$ cat src/rtl/float_pkg.sv
// Shared types and sizing helpers for the float normaliser slice.
package float_pkg;

  typedef enum logic [1:0] {
    IDLE  = 2'd0,
    SHIFT = 2'd1,
    DONE  = 2'd2
  } state_e;

  function automatic int float_width(input int exp_w, input int man_w);
    return exp_w + man_w + 1;
  endfunction

  function automatic int unsigned exp_ones(input int exp_w);
    return (32'd1 << exp_w) - 32'd1;
  endfunction

endpackage

$ cat src/rtl/float_lzc.sv
// Combinational leading-zero counter; an all-zero vector reports WIDTH.
module float_lzc #(
  parameter int WIDTH = 8,
  localparam int CNT_W = $clog2(WIDTH + 1)
) (
  input  logic [WIDTH-1:0] vec_i,
  output logic [CNT_W-1:0] count_o
);

  logic found_s;

  // Scan from the MSB, counting zeros until the first set bit.
  always_comb begin
    count_o = {CNT_W{1'b0}};
    found_s = 1'b0;
    for (int i = WIDTH - 1; i >= 0; i--) begin
      if (found_s) begin
        count_o = count_o;
      end else if (vec_i[i]) begin
        found_s = 1'b1;
      end else begin
        count_o = count_o + CNT_W'(1);
      end
    end
  end

endmodule

$ cat src/rtl/float_normalize.sv
// Post-add normaliser: renormalises the raw sum mantissa and packs {sign, exp, frac}.
// Define FLOAT_NORM_FAST_EN for a single-cycle LZC-based left shift.
module float_normalize
  import float_pkg::*;
#(
  parameter int EXP_WIDTH = 8,
  parameter int MAN_WIDTH = 7,
  localparam int FLOAT_WIDTH = float_width(EXP_WIDTH, MAN_WIDTH)
) (
  input  logic                   clk,
  input  logic                   rst_n,
  input  logic                   in_valid,
  output logic                   in_ready,
  input  logic                   in_sign,
  input  logic [EXP_WIDTH-1:0]   in_exp,
  input  logic [MAN_WIDTH+1:0]   in_man,
  output logic                   out_valid,
  input  logic                   out_ready,
  output logic [FLOAT_WIDTH-1:0] out_result,
  output logic                   out_overflow,
  output logic                   out_zero
);

  localparam logic [EXP_WIDTH-1:0] EXP_ONES = EXP_WIDTH'(exp_ones(EXP_WIDTH));
  localparam logic [EXP_WIDTH-1:0] EXP_ONE  = EXP_WIDTH'(1);
  localparam logic [EXP_WIDTH-1:0] EXP_ZERO = {EXP_WIDTH{1'b0}};
  localparam logic [MAN_WIDTH:0]   MAN_ZERO = {(MAN_WIDTH + 1){1'b0}};
  localparam logic [MAN_WIDTH+1:0] RAW_ZERO = {(MAN_WIDTH + 2){1'b0}};

  state_e               state_q, state_d;
  logic                 sign_q, sign_d;
  logic [EXP_WIDTH-1:0] exp_q, exp_d;
  logic [MAN_WIDTH:0]   man_q, man_d;
  logic                 ovf_q, ovf_d;
  logic                 zero_q, zero_d;
  logic                 valid_q, valid_d;

  logic [EXP_WIDTH-1:0] carry_exp_s;
  logic [MAN_WIDTH:0]   carry_man_s;
  logic [EXP_WIDTH-1:0] shift_exp_s;
  logic [MAN_WIDTH:0]   shift_man_s;
  logic                 shift_done_s;

`ifdef FLOAT_NORM_FAST_EN
  localparam int LZ_W = $clog2(MAN_WIDTH + 2);

  logic [LZ_W-1:0]      lz_s;
  logic [EXP_WIDTH-1:0] lz_ext_s;
  logic [EXP_WIDTH-1:0] exp_m1_s;
  logic [EXP_WIDTH-1:0] amt_s;
  logic [MAN_WIDTH:0]   fast_man_s;

  float_lzc #(
    .WIDTH (MAN_WIDTH + 1)
  ) u_lzc (
    .vec_i   (man_q),
    .count_o (lz_s)
  );

  // Whole shift in one step, clamped so the exponent never drops below 1.
  always_comb begin
    lz_ext_s     = EXP_WIDTH'(lz_s);
    exp_m1_s     = exp_q - EXP_ONE;
    if (lz_ext_s < exp_m1_s) begin
      amt_s = lz_ext_s;
    end else begin
      amt_s = exp_m1_s;
    end
    fast_man_s   = man_q << amt_s;
    shift_man_s  = fast_man_s;
    shift_done_s = 1'b1;
    if (fast_man_s[MAN_WIDTH]) begin
      shift_exp_s = exp_q - amt_s;
    end else begin
      shift_exp_s = EXP_ZERO;
    end
  end
`else
  // One-bit shift step; reaching exponent 1 without a hidden bit yields a denormal.
  always_comb begin
    shift_man_s  = man_q;
    shift_exp_s  = exp_q;
    shift_done_s = 1'b1;
    if (exp_q == EXP_ONE) begin
      shift_exp_s = EXP_ZERO;
    end else begin
      shift_man_s  = {man_q[MAN_WIDTH-1:0], 1'b0};
      shift_exp_s  = exp_q - EXP_ONE;
      shift_done_s = man_q[MAN_WIDTH-1];
    end
  end
`endif

  // Next-state and datapath update for the IDLE/SHIFT/DONE sequence.
  always_comb begin
    state_d     = state_q;
    sign_d      = sign_q;
    exp_d       = exp_q;
    man_d       = man_q;
    ovf_d       = ovf_q;
    zero_d      = zero_q;
    valid_d     = valid_q;
    carry_exp_s = in_exp + EXP_ONE;
    carry_man_s = in_man[MAN_WIDTH+1:1];
    case (state_q)
      IDLE: begin
        if (in_valid) begin
          sign_d  = in_sign;
          exp_d   = in_exp;
          man_d   = in_man[MAN_WIDTH:0];
          ovf_d   = 1'b0;
          zero_d  = 1'b0;
          valid_d = 1'b1;
          state_d = DONE;
          if (in_exp == EXP_ONES) begin
            exp_d = in_exp;
          end else if (in_man == RAW_ZERO) begin
            exp_d  = EXP_ZERO;
            man_d  = MAN_ZERO;
            zero_d = 1'b1;
          end else if (in_man[MAN_WIDTH+1]) begin
            if (carry_exp_s == EXP_ONES) begin
              exp_d = EXP_ONES;
              man_d = MAN_ZERO;
              ovf_d = 1'b1;
            end else begin
              exp_d = carry_exp_s;
              man_d = carry_man_s;
            end
          end else if (in_man[MAN_WIDTH]) begin
            // Two denormals can sum into a normal; the exponent field must become 1.
            if (in_exp == EXP_ZERO) begin
              exp_d = EXP_ONE;
            end else begin
              exp_d = in_exp;
            end
          end else if (in_exp <= EXP_ONE) begin
            exp_d = EXP_ZERO;
          end else begin
            valid_d = 1'b0;
            state_d = SHIFT;
          end
        end else begin
          state_d = IDLE;
        end
      end
      SHIFT: begin
        man_d = shift_man_s;
        exp_d = shift_exp_s;
        if (shift_done_s) begin
          valid_d = 1'b1;
          state_d = DONE;
        end else begin
          state_d = SHIFT;
        end
      end
      DONE: begin
        if (out_ready) begin
          valid_d = 1'b0;
          ovf_d   = 1'b0;
          zero_d  = 1'b0;
          state_d = IDLE;
        end else begin
          state_d = DONE;
        end
      end
      default: begin
        valid_d = 1'b0;
        ovf_d   = 1'b0;
        zero_d  = 1'b0;
        state_d = IDLE;
      end
    endcase
  end

  // State and result registers; reset aborts any operation in flight.
  always_ff @(posedge clk or negedge rst_n) begin
    if (!rst_n) begin
      state_q <= IDLE;
      sign_q  <= 1'b0;
      exp_q   <= EXP_ZERO;
      man_q   <= MAN_ZERO;
      ovf_q   <= 1'b0;
      zero_q  <= 1'b0;
      valid_q <= 1'b0;
    end else begin
      state_q <= state_d;
      sign_q  <= sign_d;
      exp_q   <= exp_d;
      man_q   <= man_d;
      ovf_q   <= ovf_d;
      zero_q  <= zero_d;
      valid_q <= valid_d;
    end
  end

  assign in_ready     = (state_q == IDLE);
  assign out_valid    = valid_q;
  assign out_result   = {sign_q, exp_q, man_q[MAN_WIDTH-1:0]};
  assign out_overflow = ovf_q;
  assign out_zero     = zero_q;

endmodule

$ cat config.mk
export PLATFORM = sky130hd
export DESIGN_NAME = float_normalize
export DESIGN_NICKNAME = d
export VERILOG_FILES = /design/src/rtl/float_pkg.sv /design/src/rtl/float_lzc.sv /design/src/rtl/float_normalize.sv
export SDC_FILE = /design/constraint.sdc
export NUM_CORES = 1
export LEC_CHECK = 0
export BUFFER_PORTS_ARGS = -buffer_cell sky130_fd_sc_hd__buf_4
export CAP_MARGIN = 20
export CORE_ASPECT_RATIO = 0.6
export CORE_MARGIN = 1
export CORE_UTILIZATION = 24
export CTS_CLUSTER_SIZE = 24
export DETAILED_ROUTE_END_ITERATION = 16
export GPL_ROUTABILITY_DRIVEN = 0
export PLACE_DENSITY = 0.53
export SYNTH_ARGS = -nofsm -noshare
export SYNTH_HDL_FRONTEND = slang
export SYNTH_HIERARCHICAL = 1
export SYNTH_SLANG_ARGS = --single-unit
$ cat constraint.sdc
create_clock -name clk -period 2.15 [get_ports clk]
set_clock_uncertainty 0.15 [all_clocks]
set_input_delay 0.43 -clock clk [delete_from_list [all_inputs] [get_ports clk]]
set_output_delay 0.43 -clock clk [all_outputs]
set_load 0.03 [all_outputs]
==> results of run 1 <==
==> cell usage in the layout, fill, tap and decap left out, types with 6 or more instances in the layout <==
| cell | n |
|---|---|
| dfrtp_1 | 21 |
| buf_4 | 60 |
| a21oi_1 | 28 |
| xnor2_1 | 6 |
| nor2_1 | 9 |
| nand3_1 | 8 |
| o21ai_0 | 15 |
| or3_1 | 8 |
| nand4_1 | 10 |
| nand2_1 | 18 |
| inv_1 | 8 |
| ha_1 | 6 |
==> per-stage QoR <==
| step | utilization, % | setup TNS (ps) | instances |
|---|---|---|---|
| detailed placement | 32.5 | -40.5 | 345 |
| CTS | 33.8 | 0 | 350 |
| global placement | 32.5 | 0 | 345 |
| floorplan | - | 0 | 211 |
| finish | 33.8 | 0 | 350 |
| global route | 33.8 | 0 | 350 |
==> tightest hold or removal path, delay by kind of cell <==
family / cells / cell delay (ps)
buffers and inverters: 1 / 80
AND/OR/NAND/NOR: 2 / 80
==> cell families (layout without fill, tap and decap cells) <==
logic type / count (synthesis) / count (layout) / synth area share, %
mux: 1 / 1 / 0.596
simple gates: 86 / 86 / 28.5
compound gates: 70 / 70 / 26.5
flops: 21 / 21 / 31.3
buf+inv: 21 / 73 / 5.51
xor+xnor: 6 / 6 / 3.13
fa+ha+maj: 6 / 6 / 4.47
==> power breakdown <==
| part | switching, mW | internal (mW) | total, mW | leakage [nW] |
|---|---|---|---|---|
| Clock | 0.151 | 0.253 | 0.404 | 0.0382 |
| Sequential | 0 | 0.395 | 0.395 | 0.263 |
| Combinational | 0.0737 | 0.0630 | 0.137 | 0.712 |
==> layer usage <==
| metal | GRT usage, % | wire [microns] | vias up |
|---|---|---|---|
| met4 | 1.33 | 0 | 0 |
| met1 | 24.2 | 2790 | 827 |
| met5 | 0 | 0 | - |
| li1 | - | - | 880 |
| met2 | 21.2 | 1990 | 79 |
| met3 | 3.23 | 435 | 0 |
==> layout make-up <==
type,instances,area [sq um]
fillers,713,4440
multi-input cells,169,1060
flip-flops and latches,21,526
repair buffers,61,460
well taps,87,109
clock buffers,4,78.8
inverters,8,30.0
==> worst max path at each step <==
stage / start / end / slack, ps / cells after the start
5_1_grt: exp_q[1] / man_q[1] / 6 / 9
3_5_place_dp: in_exp[0] / man_q[1] / -20 / 7
6_report: exp_q[1] / man_q[1] / 170 / 9
3_3_place_gp: in_exp[0] / man_q[0] / 20 / 7
2_1_floorplan: exp_q[1] / exp_q[2] / 60 / 8
4_1_cts: exp_q[1] / man_q[1] / 170 / 9
==> registers in the layout (all words and copies together) (netlist names) <==
| register | flops |
|---|---|
| out_zero | 1 |
| man_q | 7 |
| sign_q | 1 |
| state_q | 2 |
| out_overflow | 1 |
| out_valid | 1 |
| exp_q | 8 |
==> flow_metrics.tcl, run 1 <==
set metrics [dict create \
    hold_ws_ps 212 \
    worst-path-max-fanout 6 \
    dp_hpwl_microns 4110 \
    maxCapViolations 0 \
    rr_worst_depth 9 \
    drtIter0Drc 110 \
    worstPathCellList "inv_1 -> ha_1 -> nor3b_1 -> buf_4 -> a21oi_1 -> buf_4 -> or3_1 -> o21ai_0 -> a31oi_1" \
    synth_cells 211 \
    cts_buffer_depth 2 \
    maxSlewHeadroom_pct 56.9 \
    via_count 1786 \
    crit_type "flop to flop" \
    synth-edff-count 0 \
    h-tree-depth 1 \
    port_buffers 41 \
    ys_seq_area_share_pct 31.3 \
    hold_class "input port to flop" \
    grt_pass1_vias 1697 \
    setup_viol 0 \
    yosysMostFrequentCell "a21oi_1" \
    coreArea_sq_um 6710 \
    max_stage_delay_ps 380 \
    synth_area_sq_um 1680 \
    netlist.area_leader.share_pct 31.3 \
    ys_top_cells_by_count "a21oi_1 (28), dfrtp_1 (21), nand2_1 (18), o21ai_0 (15)" \
    status "completed" \
    finalNetCount 292 \
    r2r_slack_ps 170 \
    cpMaxStageDelayCell "dfrtp_1" \
    pre_cts_slack_ps -22.2 \
    grt_first_pass_wirelength_microns 8600 \
    area_growth_pct 35.0 \
    holdPathStages 3 \
    num_rows 23 \
    cts_hold_buf 1 \
    drive_gt1_share_pct 29.3 \
    clk_pin_slew_ps 60 \
    rsz0062_at_grt "false" \
    antenna_cells 0 \
    vdd_drop_max_uv 287 \
    synth_area_per_cell_sq_um 7.96 \
    drt_pass1_iterations 4 \
    cts_made_buffers 3 \
    route.detailed.drc 0 \
    synth-async-reset-ratio_pct 100 \
    worst_r2r_startpoint "exp_q[1]" \
    p_per_area_nw_per_um2 413 \
    dieWidth_microns 110 \
    grt_max_degree 22 \
    ant_nets 0 \
    hold_viol 0 \
    cts-resized-gates 0 \
    finalPower_mw 0.936 \
    worst_slack_ps 166 \
    die_h_microns 66.8 \
    dieArea_sq_um 7350 \
    wirelength_microns 5210 \
    required_ps 2110 \
    place_area_sq_um 2180 \
    synthFlopType "dfrtp_1" \
    wl_per_cell_microns 14.9 \
    cts-root-buf "clkbuf_16" \
    grt_util_all_layers_pct 15.3 \
    clkLatencyLatePin_ps 250 \
    cts_tree "done" \
    antenna_found_initial 0 \
    crit_path_end_kind "flop" \
    cts.sinks 21 \
    arrival_ps 1940 \
    synth-seq-cells 21 \
    start_util_pct 25.0 \
    hold_end "sign_q" \
    grt_overflow 0 \
    critPathTopFamily "simple AND/OR/NAND/NOR gates" \
    crit_top_cell "buf_4" \
    avgViaCountPerCell 5.10 \
    path_buf_inv 3 \
    yosysTopAreaCell "dfrtp_1" \
    max_freq_mhz 504 \
    leakagePower_nw 1.01 \
    post-cts-setup-buffers 0 \
    slew_violations 0 \
    min-delay-start "in_sign" \
    r2r-end "man_q[1]" \
    finalCritPeriodShare_pct 92.3 \
    yosysWarnings 6 \
    synth.area.top_cells "dfrtp_1 (31%), a21oi_1 (8.3%), ha_1 (4.5%)" \
    synth.distinct_cells 47 \
    final_area_sq_um 2270 \
    start_kind "flop" \
    worstMarginPinSlew_ps 647 \
    min_period_ps 1980 \
    syn_nets 239 \
    pin_count 42 \
]
Power figures use the tool's default switching activity.
==> inputs of run 2 (changes only) <==
--- a/config.mk
+++ b/config.mk
@@ -13,6 +13,7 @@
 export CTS_CLUSTER_SIZE = 24
 export DETAILED_ROUTE_END_ITERATION = 16
 export GPL_ROUTABILITY_DRIVEN = 0
+export MAX_ROUTING_LAYER = met4
 export PLACE_DENSITY = 0.53
 export SYNTH_ARGS = -nofsm -noshare
 export SYNTH_HDL_FRONTEND = slang
==> run 2 against run 1 <==
Hold slack hardly changed. Sequential cell count is the same. Setup slack gained 3.4 ps. Final area is the same. Core utilization stayed put. Critical path depth stayed put. Global-route usage increased by 0.38 points. Largest power group unchanged. Power is 0.16% lower. Wire length fell by 0.12%.
==> flow_metrics.tcl, run 2 (synthesized netlist as in run 1, its figures left out) <==
set metrics [dict create \
    final_area_sq_um 2270 \
    h-tree-depth 1 \
    rr_worst_depth 9 \
    antenna_found_initial 0 \
    antenna_cells 0 \
    worst_r2r_startpoint "exp_q[1]" \
    cts_buffer_depth 2 \
    clkLatencyLatePin_ps 250 \
    clk_pin_slew_ps 60 \
    p_comb_share_pct 14.6 \
    cts-root-buf "clkbuf_16" \
    port_buffers 41 \
    clkPwrFrac_pct 43.1 \
    cts_tree "done" \
    n_fill_cell 713 \
    critPathCapture "man_q[1]" \
    crit_path_end_kind "flop" \
    worstMarginPinSlew_ps 634 \
    required_ps 2110 \
    avgViaCountPerCell 5.10 \
    grt_max_degree 22 \
    arrival_ps 1940 \
    dp_hpwl_microns 4110 \
    route.detailed.drc 0 \
    p_seq_share_pct 42.3 \
    pin_count 42 \
    wirelength_microns 5200 \
    grt_util_all_layers_pct 15.7 \
    maxSlewHeadroom_pct 57.7 \
    start_kind "flop" \
    setup_viol 0 \
    hold_viol 0 \
    cts.sinks 21 \
    cts-resized-gates 0 \
    vdd_drop_max_uv 286 \
    max_freq_mhz 505 \
    cts_made_buffers 3 \
    worstPathCellList "inv_1 -> ha_1 -> nor3b_1 -> buf_4 -> a21oi_1 -> buf_4 -> or3_1 -> o21ai_0 -> a31oi_1" \
    internal_power_mw 0.711 \
    maxCapViolations 0 \
    place_area_sq_um 2180 \
    grt_overflow 0 \
    area_growth_pct 35.0 \
    via_count 1786 \
    drive_gt1_share_pct 29.3 \
    switching_power_mw 0.223 \
    start_util_pct 25.0 \
    num_rows 23 \
    slew_violations 0 \
    min_period_ps 1980 \
    ant_nets 0 \
    drt_pass1_iterations 4 \
    crit_type "flop to flop" \
    leakagePower_nw 1.01 \
    grt_first_pass_wirelength_microns 8590 \
    top_regs "exp_q x8, man_q x7, state_q x2" \
    crit_start "exp_q[1]" \
    p_per_area_nw_per_um2 412 \
    r2r_slack_ps 170 \
    drtIter0Drc 101 \
    largest_register_ffs 8 \
    top_register "exp_q" \
    max_stage_delay_ps 370 \
    finalPower_mw 0.934 \
    finalNetCount 292 \
    wl_per_cell_microns 14.9 \
    layout_commonest_cell "buf_4" \
    finalCritPeriodShare_pct 92.1 \
    dieArea_sq_um 7350 \
    p_sw_share_pct 23.9 \
    r2r-end "man_q[1]" \
    worst-path-max-fanout 6 \
    rsz0062_at_grt "false" \
    dieWidth_microns 110 \
    crit_top_cell "buf_4" \
    grt_pass1_vias 1699 \
    cpMaxStageDelayCell "dfrtp_1" \
    hold_class "input port to flop" \
    final_cell_mix "buf_4 (60), a21oi_1 (28), dfrtp_1 (21)" \
    status "completed" \
    die_h_microns 66.8 \
    coreArea_sq_um 6710 \
]
==> run 2: cell counts in the layout (fill, tap and decap cells not counted) <==
Identical to the previous run, type by type.
==> run 2: cell type report <==
cell class | instances | area, sq um | share of cell area, %
Clock buffer | 4 | 78.8 | 3.48
Tap cell | 87 | 109 | 4.80
Multi-Input combinational cell | 169 | 1060 | 46.9
Sequential cell | 21 | 526 | 23.2
Inverter | 8 | 30.0 | 1.32
Timing Repair Buffer | 61 | 460 | 20.3
==> run 2: how the worst min path moves through the flow <==
stage	startpoint	to	slack (ps)	depth (start not counted)
2_1_floorplan	rst_n	exp_q[0]	-20	0
3_3_place_gp	rst_n	exp_q[1]	190	1
3_5_place_dp	rst_n	exp_q[7]	190	1
4_1_cts	in_sign	sign_q	210	3
5_1_grt	in_sign	sign_q	230	3
6_report	in_sign	sign_q	210	3
==> run 2: per-stage QoR <==
step	util, %	setup slack [ps]	hold WS (ps)	setup TNS, ps	instances
after floorplan	-	61.0	-15.6	0	211
after global placement	32.5	21.3	192	0	345
after detailed placement	32.5	-22.2	190	-40.5	345
after CTS	33.8	172	211	0	350
after global routing	33.8	6.47	235	0	350
final	33.8	169	212	0	350
==> run 2: critical path: cells and delay by family, from the launching register on <==
kind | cells | cell delay (ps)
DFF | 1 | 370
and+or+nand+nor | 2 | 470
adders and majority gates | 1 | 150
buffers and inverters | 3 | 440
AOI/OAI and AO/OA | 3 | 240
==> run 2: power groups by stage <==
stage	clock network (mW)	registers (mW)	logic, mW
2_1_floorplan	0	0.403	0.0618
3_3_place_gp	0	0.402	0.135
3_5_place_dp	0	0.402	0.136
4_1_cts	0.411	0.395	0.138
5_1_grt	0.427	0.395	0.153
6_report	0.402	0.395	0.137
==> run 2: what timing repair did <==
| item | in CTS | in global routing |
|---|---|---|
| endpoints found under the hold margin | 21 | 0 |
| buffers inserted | 0 | 0 |
| hold buffers | 1 | 0 |
==> run 2: per-layer routing <==
layer  GRT usage, %  wire [microns]
met5              -               0
met4           1.33               4
met3           2.94             423
met2           21.3            2000
met1           24.1            2770
